### src/rtl/caliptra_apb_initiator_pkg.sv
// Shared types and constants for the Caliptra APB initiator.
// Holds the FSM state encoding, timeout counter width and default PPROT.
package caliptra_apb_initiator_pkg;

    typedef enum logic [1:0] {
        ST_IDLE   = 2'd0,
        ST_SETUP  = 2'd1,
        ST_ACCESS = 2'd2,
        ST_RESP   = 2'd3
    } apb_state_e;

    localparam int TMO_CNT_W = 16;

    localparam logic [2:0] PPROT_DEFAULT = 3'b000;

endpackage

### src/rtl/caliptra_apb_initiator.sv
// APB requester: turns valid/ready commands into single APB transfers and
// returns rdata/err on a valid/ready response channel, one transfer at a time.
// Ports: core_clk/core_rst (async, active-high); cmd_* command channel;
// rsp_* response channel; P* APB requester signals (all registered).
// Option: define CALIPTRA_APB_INITIATOR_TIMEOUT_EN to abort ACCESS phases
// after TIMEOUT_CYCLES wait cycles (rsp_timeout is tied to 0 otherwise).
module caliptra_apb_initiator
    import caliptra_apb_initiator_pkg::*;
#(
    parameter int         ADDR_W         = 32,
    parameter int         DATA_W         = 32,
    parameter int         USER_W         = 32,
    parameter logic [2:0] PPROT_VAL      = PPROT_DEFAULT,
    parameter int         TIMEOUT_CYCLES = 256
) (
    input  logic              core_clk,
    input  logic              core_rst,
    input  logic              cmd_valid,
    output logic              cmd_ready,
    input  logic              cmd_write,
    input  logic [ADDR_W-1:0] cmd_addr,
    input  logic [DATA_W-1:0] cmd_wdata,
    input  logic [USER_W-1:0] cmd_user,
    output logic              rsp_valid,
    input  logic              rsp_ready,
    output logic [DATA_W-1:0] rsp_rdata,
    output logic              rsp_err,
    output logic              rsp_timeout,
    output logic [ADDR_W-1:0] PADDR,
    output logic [2:0]        PPROT,
    output logic [USER_W-1:0] PAUSER,
    output logic              PSEL,
    output logic              PENABLE,
    output logic              PWRITE,
    output logic [DATA_W-1:0] PWDATA,
    input  logic [DATA_W-1:0] PRDATA,
    input  logic              PREADY,
    input  logic              PSLVERR
);

    if (TIMEOUT_CYCLES < 2 || TIMEOUT_CYCLES > (2 ** TMO_CNT_W) - 1) begin : g_bad_timeout
        $error("TIMEOUT_CYCLES must be in 2..65535");
    end

    apb_state_e state;
    logic       tmo_hit;

    assign PPROT     = PPROT_VAL;
    assign cmd_ready = (state == ST_IDLE);

`ifdef CALIPTRA_APB_INITIATOR_TIMEOUT_EN
    localparam logic [TMO_CNT_W-1:0] TMO_LAST = TMO_CNT_W'(TIMEOUT_CYCLES - 1);

    logic [TMO_CNT_W-1:0] tmo_cnt;
    logic                 tmo_q;

    // Abort only when the slave is still stalling on the final allowed edge;
    // a PREADY on that edge completes normally.
    assign tmo_hit     = !PREADY && (tmo_cnt == TMO_LAST);
    assign rsp_timeout = tmo_q;

    always_ff @(posedge core_clk or posedge core_rst) begin
        if (core_rst) begin
            tmo_cnt <= '0;
            tmo_q   <= 1'b0;
        end else begin
            if (state == ST_SETUP) begin
                tmo_cnt <= '0;
            end else if (state == ST_ACCESS && !PREADY) begin
                tmo_cnt <= tmo_cnt + 1'b1;
            end
            if (state == ST_ACCESS) begin
                if (PREADY) begin
                    tmo_q <= 1'b0;
                end else if (tmo_hit) begin
                    tmo_q <= 1'b1;
                end
            end
        end
    end
`else
    assign tmo_hit     = 1'b0;
    assign rsp_timeout = 1'b0;
`endif

    always_ff @(posedge core_clk or posedge core_rst) begin
        if (core_rst) begin
            state     <= ST_IDLE;
            PSEL      <= 1'b0;
            PENABLE   <= 1'b0;
            PWRITE    <= 1'b0;
            PADDR     <= '0;
            PWDATA    <= '0;
            PAUSER    <= '0;
            rsp_valid <= 1'b0;
            rsp_err   <= 1'b0;
            rsp_rdata <= '0;
        end else begin
            unique case (state)
                ST_IDLE: begin
                    if (cmd_valid) begin
                        PWRITE <= cmd_write;
                        PADDR  <= cmd_addr;
                        PWDATA <= cmd_wdata;
                        PAUSER <= cmd_user;
                        PSEL   <= 1'b1;
                        state  <= ST_SETUP;
                    end
                end
                ST_SETUP: begin
                    PENABLE <= 1'b1;
                    state   <= ST_ACCESS;
                end
                ST_ACCESS: begin
                    if (PREADY) begin
                        // Writes and errored reads return zero data.
                        rsp_rdata <= (PWRITE || PSLVERR) ? '0 : PRDATA;
                        rsp_err   <= PSLVERR;
                        PSEL      <= 1'b0;
                        PENABLE   <= 1'b0;
                        rsp_valid <= 1'b1;
                        state     <= ST_RESP;
                    end else if (tmo_hit) begin
                        rsp_rdata <= '0;
                        rsp_err   <= 1'b1;
                        PSEL      <= 1'b0;
                        PENABLE   <= 1'b0;
                        rsp_valid <= 1'b1;
                        state     <= ST_RESP;
                    end
                end
                ST_RESP: begin
                    if (rsp_ready) begin
                        rsp_valid <= 1'b0;
                        state     <= ST_IDLE;
                    end
                end
                default: state <= ST_IDLE;
            endcase
        end
    end

endmodule

### config.mk
export PLATFORM = sky130hd
export DESIGN_NAME = caliptra_apb_initiator
export DESIGN_NICKNAME = d
export VERILOG_FILES = /design/src/rtl/caliptra_apb_initiator_pkg.sv /design/src/rtl/caliptra_apb_initiator.sv
export SDC_FILE = /design/constraint.sdc
export NUM_CORES = 1
export LEC_CHECK = 0
export CORE_AREA = 3 3 105 107
export DETAILED_ROUTE_END_ITERATION = 8
export DIE_AREA = 0 0 108 110
export DONT_BUFFER_PORTS = 1
export GPL_TIMING_DRIVEN = 1
export PLACE_DENSITY = 0.79
export SLEW_MARGIN = 20
export SYNTH_ARGS = -nofsm -noshare
export SYNTH_HDL_FRONTEND = slang
export SYNTH_SLANG_ARGS = --single-unit
### constraint.sdc
create_clock -name core_clk -period 4.8 [get_ports core_clk]
set_input_delay 1.2 -clock core_clk [delete_from_list [all_inputs] [get_ports core_clk]]
set_output_delay 1.2 -clock core_clk [all_outputs]
set_load 0.02 [all_outputs]
-- After elaboration in Yosys (flattened, before gate mapping)
Index checks and enable logic that the tools add are counted.
- eq/ne operators: 6
- multiplexer cells: 12
- reductions and logical operators: 11
- operator list (cell ; number):
    32-bit 2-to-1 mux ; 1
    3-bit AND reduction ; 3
    2-bit one-hot mux with 4 select lines ; 1
    2-bit 2-to-1 mux ; 3
    2-bit inequality test, second input constant ; 3
    1-bit one-hot mux with 2 select lines ; 3
    2-bit AND reduction ; 3
    2-bit nonzero test ; 3
    2-bit == test, second input constant ; 2
    1-bit 2-to-1 mux ; 4
    2-bit by 1-bit == test with 1-bit output, second input constant ; 1
    2-bit logical NOT ; 1
    1-bit logical OR ; 1
- bits in registers: 135
- input bits: 135
- output and inout bits: 138

-- Depth between registers and ports, before layout
- depth in word-level cells: 3
- depth in mapped cells: 6
- gate-level depth less buffers: 5

-- Worst setup path after synthesis
No wires, ideal clock.
- path kind: in2reg
- start: input cmd_valid
- end: register PAUSER[0]
- arrival: 1.953 ns
- slack: 2.722 ns
- stages: 4
- path buffers: 2
- cells stage by stage: nand2_1 > buf_6 > buf_6 > mux2_4
- word-level cells in the longest chain between the ends: 1
- ends and longest elaborated chain (item ; line ; RTL):
    start, declared ; caliptra_apb_initiator.sv:18 ; input logic cmd_valid,
    2-bit AND reduction (no line) ; -- ;
    end signal, assigned ; caliptra_apb_initiator.sv:105 ; PAUSER <= cmd_user;
    end, declared ; caliptra_apb_initiator.sv:31 ; output logic [USER_W-1:0] PAUSER,
No other way between the ends.
A chain may end at the register's enable or synchronous reset.

-- Final worst setup path
- start: register state[0]
- end: output cmd_ready
- word-level cells in the longest chain between the ends: 1
- ends and longest elaborated chain (item ; line ; RTL):
    start, declared ; caliptra_apb_initiator.sv:45 ; apb_state_e state;
    start signal, assigned ; caliptra_apb_initiator.sv:88 ; state <= ST_IDLE;
    start signal, assigned ; caliptra_apb_initiator.sv:107 ; state <= ST_SETUP;
    start signal, assigned ; caliptra_apb_initiator.sv:112 ; state <= ST_ACCESS;
    2-bit logical NOT ; caliptra_apb_initiator.sv:49 ; assign cmd_ready = (state == ST_IDLE);
    end, declared ; caliptra_apb_initiator.sv:19 ; output logic cmd_ready,
No other way between the ends.

==> results.toml <==
[final_layout]
finish.utilization_pct = 58.05
design_area_um2 = 5939
mostFrequentLayoutCells = "135 x dfrtp_1, 68 x mux2_2, 33 x a22o_1, 30 x mux2_4, 16 x clkbuf_16"
fin_nets = 465
drive_gt1_share_pct = 40.77
layout_commonest_cell = "dfrtp_1"
instances_no_fill = 473
area_growth_pct = 12.94
fill_cells = 785

[clocking]
path_clk_slew_ns = 0.06
post_cts_buffers = 0
cts_hold_buf = 0
clock-sinks = 135
cts_tree = "yes"
clk_latency_ns = 0.51
cts.repair.resized = 0
htree_levels = 4
clock_path_buffers = 2
numCtsBuffers = 17
clockRootBuffer = "clkbuf_8"

[timing]
min_period_ns = 2.640
setup_violations = 0
fin_setup_tns_ns = 0
rsz0062_at_grt = "false"
slew_headroom_pct = 29.56
fmax_ghz = 0.3789
fin_crit_sh_pct = 54.99
slew_viol_final = 0
worst_pin_slew_ns = 1.057
finalHoldViolations = 0
clock-skew-final_ns = 0.007693

[floorplan]
die_x_um = 108
rows = 37
coreArea_um2 = 10230
die_h_um = 110
die-area_um2 = 11880
boundaryPins = 273
start_util_pct = 51.40

[logic_synthesis]
yosys_warnings = 0
yosys_register_bits = 135
postSynthAreaPerCell_um2 = 16.54
synthDistinctLibCells = 22
netlist_area_um2 = 5259
syn_inst = 318
yosysSeqAreaShare_pct = 64.24

[job]
maxCapViolations = 0

[place]
placed_cells = 440
place.gp.congestion = 0.7586
io_buffers = 0
dpl_cell_area_um2 = 5355
hpwl_mm = 8.130

[power]
power.share.clock_pct = 24.0
switching_share_pct = 39.23
pwr-share-comb_pct = 20.4
internal_power_w = 0.003137
p_leak_nw = 2.779
p_switching_w = 0.002025
power_density_nw_per_um2 = 869.2
sequentialPowerShare_pct = 55.6
peakVddDrop_v = 0.0004218
total_power_w = 0.005162

[global_routing]
track_usage_pct = 18.60
grt_pass1_wl_mm = 16.17
grt_max_degree = 136
gr-total-overflow = 0
grt_pass1_vias = 2824
antenna_found_initial = 1

[drt]
route.detailed.drc = 0
dr_total_vias = 2653
drtAntennaViolNets = 0
first_pass_iters = 6
drt_wl_total_mm = 11.42
avgRoutedWirePerCell_um = 24.14
drt-initial-drc-count = 134
viasPerCell = 5.609

[critical_path]
crit_chain = "inv_1 > ha_1"
critical_path.slowest_cell = "dfrtp_1"
required_ns = 3.60
timing.setup.critical_path_class = "reg2out"
cp_top_family = "flip-flops"
cp_max_fo = 5
cpPeakStageDelay_ns = 0.40
critical_path_buf_inv_count = 1
timing.rr.start = "state[1]"
worstSetupEndpointType = "primary output"
startpoint_type = "flip-flop"
crit_arrival_ns = 1.44
crit_start = "state[0]"

[outcome]
status = "finished, final reports clean"

[hold_path]
hold_path_startpoint = "state[1]"
hold_path_class = "reg2reg"
## layout make-up
| type | count | area [um^2] | area share (%) |
|---|---|---|---|
| sequential | 135 | 3378 | 56.88 |
| multi-input combinational | 160 | 1745 | 29.39 |
| clock buffer | 20 | 445.4 | 7.499 |
| tap | 136 | 170.2 | 2.865 |
| clock inverter | 11 | 125.1 | 2.107 |
| timing repair buffer | 4 | 46.29 | 0.7794 |
| inverter | 6 | 26.28 | 0.4424 |
| antenna | 1 | 2.502 | 0.04213 |
## power by group through the flow
stage	sequential, W	combinational, W	clock, W
floorplan	0.00271	0.000943	0
global placement	0.00287	0.000999	0
detailed placement	0.00289	0.00107	0
CTS	0.00289	0.00107	0.00127
global route	0.00294	0.00115	0.00133
finish	0.00287	0.00105	0.00124
## per-stage QoR
stage	setup WS [ns]	hold slack [ns]
after global placement	1.995	0.5651
after global routing	2.090	0.6404
final	2.160	0.5922
after CTS	2.132	0.6031
after floorplan	1.921	0.5365
after detailed placement	1.903	0.5890
## kinds of logic after synthesis
group | share of synthesized area, %
multiplexers | 23.91
adder cells (fa/ha/maj) | 1.428
AND/OR/NAND/NOR | 1.142
flip-flops | 64.24
buffers and inverters | 2.926
other | 0.07131
AO/OA/AOI/OAI | 6.281
## Yosys cell counts (all sizes together)
cell type  number  area share, %
a22o           33            5.5
a211oi          2           0.29
mux2i           3           0.57
buf            17            2.3
conb            1          0.071
nor2b           3           0.36
o22ai           1           0.12
nand2           5           0.40
o21ai           1          0.095
clkbuf          3           0.21
nor2            1          0.071
a221oi          1           0.29
ha              6            1.4
inv             6           0.43
nor3            1           0.31
mux2           99             23
dfrtp         135             64
## sequential cells by signal, indices dropped and copies added, names as in the netlist
name       cells
PADDR         32
PAUSER        32
PWDATA        32
rsp_rdata     32
state          2
PENABLE        1
PSEL           1
PWRITE         1
rsp_err        1
rsp_valid      1
## layer usage
layer  global-route usage (%)  up-vias  part of all wire [%]
met1                    19.65     1318                    34
li1                         -     1142                     -
met4                    8.747        0                   2.3
met2                    31.13      176                    51
met3                    9.377       17                    12
met5                        0        -                     0
## final timing paths
| check | endpoint | cells after the start | slack, ns |
|---|---|---|---|
| worst max-delay path | cmd_ready | 2 | 2.16 |
| worst min-delay path | state[1] | 1 | 0.59 |
| worst max register to register | PADDR[28] | 5 | 2.35 |
| worst min register to register | state[1] | 1 | 0.59 |
| max in group asynchronous | PADDR[26] | 2 | 3.49 |
| min in group asynchronous | PADDR[13] | 2 | 0.73 |
Power figures use the tool's default switching activity.
